[config.mk]
export PLATFORM = sky130hd
export DESIGN_NAME = seq_detector_mealy
export DESIGN_NICKNAME = d
export VERILOG_FILES = /design/src/rtl/seq_detector_mealy.sv
export SDC_FILE = /design/constraint.sdc
export NUM_CORES = 1
export LEC_CHECK = 0
export BUFFER_PORTS_ARGS = -buffer_cell sky130_fd_sc_hd__buf_2
export CORE_AREA = 2 2 39 41
export DETAILED_ROUTE_END_ITERATION = 12
export DIE_AREA = 0 0 41 43
export HOLD_SLACK_MARGIN = 0.06
export PLACE_DENSITY = 0.75
export SLEW_MARGIN = 30
export SYNTH_ARGS = -nofsm -noshare
export SYNTH_HDL_FRONTEND = slang
export SYNTH_SLANG_ARGS = --single-unit
[constraint.sdc]
create_clock -name clk -period 2.37 [get_ports clk]
set_input_delay 0.474 -clock clk [delete_from_list [all_inputs] [get_ports clk]]
set_output_delay 0.474 -clock clk [all_outputs]
set_load 0.02 [all_outputs]
[src/rtl/seq_detector_mealy.sv]
// seq_detector_mealy: parametrised Mealy serial pattern detector with saturating match counter
module seq_detector_mealy #(
    parameter int N = 4,
    parameter logic [N-1:0] PATTERN = 4'b1101,
    parameter bit OVERLAP = 1'b1,
    parameter bit ONCE = 1'b0,
    parameter int CNT_W = 8
) (
    input  logic                 clk,
    input  logic                 reset,
    input  logic                 clear,
    input  logic                 en,
    input  logic                 x,
    output logic                 y,
    output logic                 locked,
    output logic [CNT_W-1:0]     match_count,
    output logic [$clog2(N)-1:0] state
);
    localparam int SW = $clog2(N);

    // Longest prefix of PATTERN that is a suffix of (prefix k followed by b), capped below N
    function automatic int extend(int k, bit b);
        int r;
        bit ok;
        bit c;
        r = 0;
        for (int j = 1; j < N; j++) begin
            if (j <= k + 1) begin
                ok = 1'b1;
                for (int t = 0; t < j; t++) begin
                    c = (k + 1 - j + t == k) ? b : PATTERN[N-1-(k+1-j+t)];
                    if (c != PATTERN[N-1-t]) ok = 1'b0;
                end
                if (ok) r = j;
            end
        end
        return r;
    endfunction

    function automatic logic [N*SW-1:0] table_for(bit b);
        logic [N*SW-1:0] r;
        r = '0;
        for (int k = 0; k < N; k++) r[k*SW +: SW] = SW'(extend(k, b));
        return r;
    endfunction

    localparam logic [N*SW-1:0] NEXT0 = table_for(1'b0);
    localparam logic [N*SW-1:0] NEXT1 = table_for(1'b1);

    logic             legal, hit, lock_d;
    logic [SW-1:0]    step, state_d;
    logic [CNT_W-1:0] count_d;

    always_comb begin
        legal   = int'(state) < N;
        step    = legal ? (x ? NEXT1[int'(state)*SW +: SW] : NEXT0[int'(state)*SW +: SW]) : '0;
        hit     = ~reset & en & ~clear & ~locked & legal & (int'(state) == N - 1) & (x == PATTERN[0]);
        state_d = clear | ~legal ? '0 : ~en | locked ? state : hit & (ONCE | ~OVERLAP) ? '0 : step;
        lock_d  = ONCE & ~clear & (locked | hit);
        count_d = clear ? '0 : hit & ~&match_count ? match_count + 1'b1 : match_count;
    end

    assign y = hit;

    always_ff @(posedge clk or posedge reset) begin
        if (reset) begin
            state       <= '0;
            locked      <= 1'b0;
            match_count <= '0;
        end else begin
            state       <= state_d;
            locked      <= lock_d;
            match_count <= count_d;
        end
    end
endmodule
==> reports/results.env <==
RUN_STATUS='finished, final reports clean'
ROUTED_WIRE_LENGTH_PER_INSTANCE_UM=13.0
CLK_ROOT_BUFFER_CELL='clkbuf_4'
YOSYS_WARNINGS=0
CRITICALPATHCATEGORY='flip-flop to output pin'
SYNTH_TOP_CELLS_BY_AREA='dfrtp_1 (40%), ha_1 (6.0%), a211o_1 (4.2%)'
MAX_CAP_VIOL_COUNT=0
DIE-HEIGHT_UM=43
FINALMAXSLEWVIOLATIONS=0
POWER_DENSITY_nW_PER_UM2=436
CRIT_PATH_END_KIND='output pin'
PIN_COUNT_OF_THE_BIGGEST_NET_ENTERING_GLOBAL_ROUTING=11
CTS-HTREE-LEVELS=1
CTS_RESIZED=0
FLOORPLAN.INITIALDENSITY_PCT=45.4
FILLCELLCOUNT=126
CLOCK_TRANSITION_AT_THE_REGISTER_CLOCK_PINS_ON_THE_WORST_SETUP_AND_HOLD_PATHS_AFTER_CTS_NS=0.06
SEQ_AREA_FRAC_SYNTH_PCT=39.8
FIN_CRIT_NS=1.86
BOUNDARYPINS=17
DIE_AREA_UM2=1760
DETAILROUTE.VIA_COUNT=567
CTS_MAX_PATH_BUFS=2
FIRST_ITER_VIOLATIONS=3
SETUP.WORST_PATH.START_CLASS='flip-flop'
FLOORPLAN.DIE.WIDTH_UM=41
AREA_GROWTH_SYN_TO_LAYOUT_PCT=17.5
MAPPEDNETLISTNETS=74
CLK-INSERTION-DELAY-LATE_NS=0.27
TRITONCTS='built'
FIN_SKEW_NS=0.000744
YS.FLOP_TYPE='dfrtp_1'
VIA_PER_INST=5.73
PORT-BUFFER-COUNT=15
MULTIINPUTGATEAREA_UM2=354
GP_CONGESTION=0.769
RSZ0062_AT_GRT='false'
CORE_AREA_UM2=1380
HOLDBUFCOUNTCTS=0
GLOBALROUTEOVERFLOWTOTAL=0
SYNTH-ASYNC-RESET-RATIO_PCT=100
ARRIVAL_NS=1.39
TIMING.CRITICAL_PATH.REQUIRED_NS=1.90
GRT_FIRST_PASS_WIRELENGTH_UM=2110
OVERALL_FRACTION_OF_GLOBAL_ROUTE_TRACKS_IN_USE_PCT=18.3
IR_DROP_uV=203
SYN_AREA_UM2=628
POWER.LEAKAGE_nW=0.379
FF_LATCH_AREA_UM2=250
ROUTE.ANTENNA.REMAINING_NETS=0
POST_CTS.REPAIR.SETUP_BUFFERS=0
POST_SYNTH.CELL_AREA_AVG_UM2=9.52
FINALCOREUTILIZATION_PCT=53.3
ROWS=14
DETAILEDROUTE.FIRSTPASSITERATIONCOUNT=2
SYNTH_SEQ_CELLS=10
DRIVE_ABOVE_1_SHARE_PCT=28.9
CRITICAL_PATH.MAX_FANOUT=9
YOSYSTOPAREACELL='dfrtp_1'
CTS.SINKS=10
DR_DRC_COUNT=0
SYNTH.MOST_COMMON_CELL='dfrtp_1'
NUMBER_OF_ANTENNA_VIOLATIONS_AT_THE_FIRST_CHECK_IN_GLOBAL_ROUTING=0
CTS_BUFFERS=3
SYNTH.DISTINCT_CELLS=30
SYNTH_TOP_CELL_AREA_SHARE_PCT=39.8
HOLD_PATH_CLASS='input port to asynchronous set/reset pin'
SYNTH_EDF_COUNT=0
POSTSYNTHCELLCOUNT=66
FINALCRITPERIODSHARE_PCT=78.6
HPWLAFTERDP_UM=956
DESIGN.FINAL.NETS=93
TOTALWIRELENGTH_UM=1290
FINAL-SETUP-VIOL-COUNT=0
FINAL_HOLD_VIOL_COUNT=0
VIA_COUNT_OF_THE_FIRST_GLOBAL_ROUTING_PASS=497
YS_TOP_CELLS_BY_COUNT='dfrtp_1 (10), nand2_1 (6), a21oi_1 (5), nor2_1 (5), nand3_1 (4)'
ANTENNA_CELLS=0
FINAL.SETUP.TNS_NS=0
TIMING.FMAX_GHz=0.537
[sequential cells by signal, summed over array words and instances (netlist names)]
signal       count
state            2
match_count      8
[worst max-delay path, stage by stage, from the launching register on]
cell      delay [ns]
dfrtp_1         0.43
and4bb_4        0.27
nand3_4         0.13
inv_6           0.12
buf_2           0.16
[metrics by stage]
stage | hold WS [ns] | worst slack [ns] | cells | power [mW] | area (µm²)
after CTS | 0.189 | 0.509 | 99 | 0.324 | 738
after global placement | 0.482 | 0.564 | 96 | 0.205 | 716
after detailed placement | 0.481 | 0.553 | 96 | 0.206 | 716
after floorplan | 0.314 | 0.809 | 66 | 0.195 | 628
after global routing | 0.212 | 0.459 | 99 | 0.338 | 738
final | 0.180 | 0.507 | 99 | 0.322 | 738
[power by group]
part,switching [mW],total [mW],internal [mW]
Clock,0.0606,0.120,0.0589
Sequential,0.00344,0.176,0.172
Combinational,0.0174,0.0266,0.00920
Total,0.0815,0.322,0.240
[logic make-up (layout without fill, tap and decap cells)]
kind of cell | count (synthesis) | in the layout | synth area share, %
muxes | 2 | 2 | 3.39
and+or+nand+nor | 29 | 29 | 27.5
DFF | 10 | 10 | 39.8
AOI/OAI and AO/OA | 16 | 16 | 17.5
adders and majority gates | 3 | 3 | 5.98
other | 1 | 1 | 0.597
xor gates and xnor gates | 1 | 1 | 1.39
buffers and inverters | 4 | 21 | 3.79
[cell usage in the layout, fill, tap and decap left out, drive strengths merged, types with 2 or more instances in the layout]
cell type  netlist  layout
and4             2       2
dfrtp           10      10
nor3             3       3
and2             2       2
nor2             5       5
ha               3       3
nand3            5       5
nand2            6       6
a211o            3       3
buf              1      15
inv              3       3
a21oi            6       6
o21ai            3       3
clkbuf           0       3
[layout make-up]
| class | count | share of cell area (%) |
|---|---|---|
| Clock buffer | 3 | 3.05 |
| Inverter | 3 | 2.20 |
| Multi-Input combinational cell | 52 | 48.0 |
| Sequential cell | 10 | 33.9 |
| Tap cell | 16 | 2.71 |
| Timing Repair Buffer | 15 | 10.2 |
[path summary, 6_finish.rpt]
| check | to | depth (start not counted) | startpoint | slack, ns |
|---|---|---|---|---|
| max in group asynchronous | match_count[5] | 2 | reset | 1.92 |
| setup / recovery | y | 4 | state[1] | 0.51 |
| setup reg to reg | match_count[0] | 5 | match_count[0] | 0.80 |
| min in group clk | state[1] | 2 | clear | 0.44 |
| hold / removal | state[0] | 2 | reset | 0.18 |
| hold reg to reg | match_count[6] | 1 | match_count[6] | 0.57 |
[routing by layer]
metal | track usage [%] | share of wire, % | routed length [µm]
met2 | 26.9 | 48 | 622
met1 | 22.3 | 44 | 566
met3 | 3.14 | 4.5 | 58
met4 | 14.0 | 3.1 | 40
met5 | 0 | 0 | 0
Power figures use the tool's default switching activity.
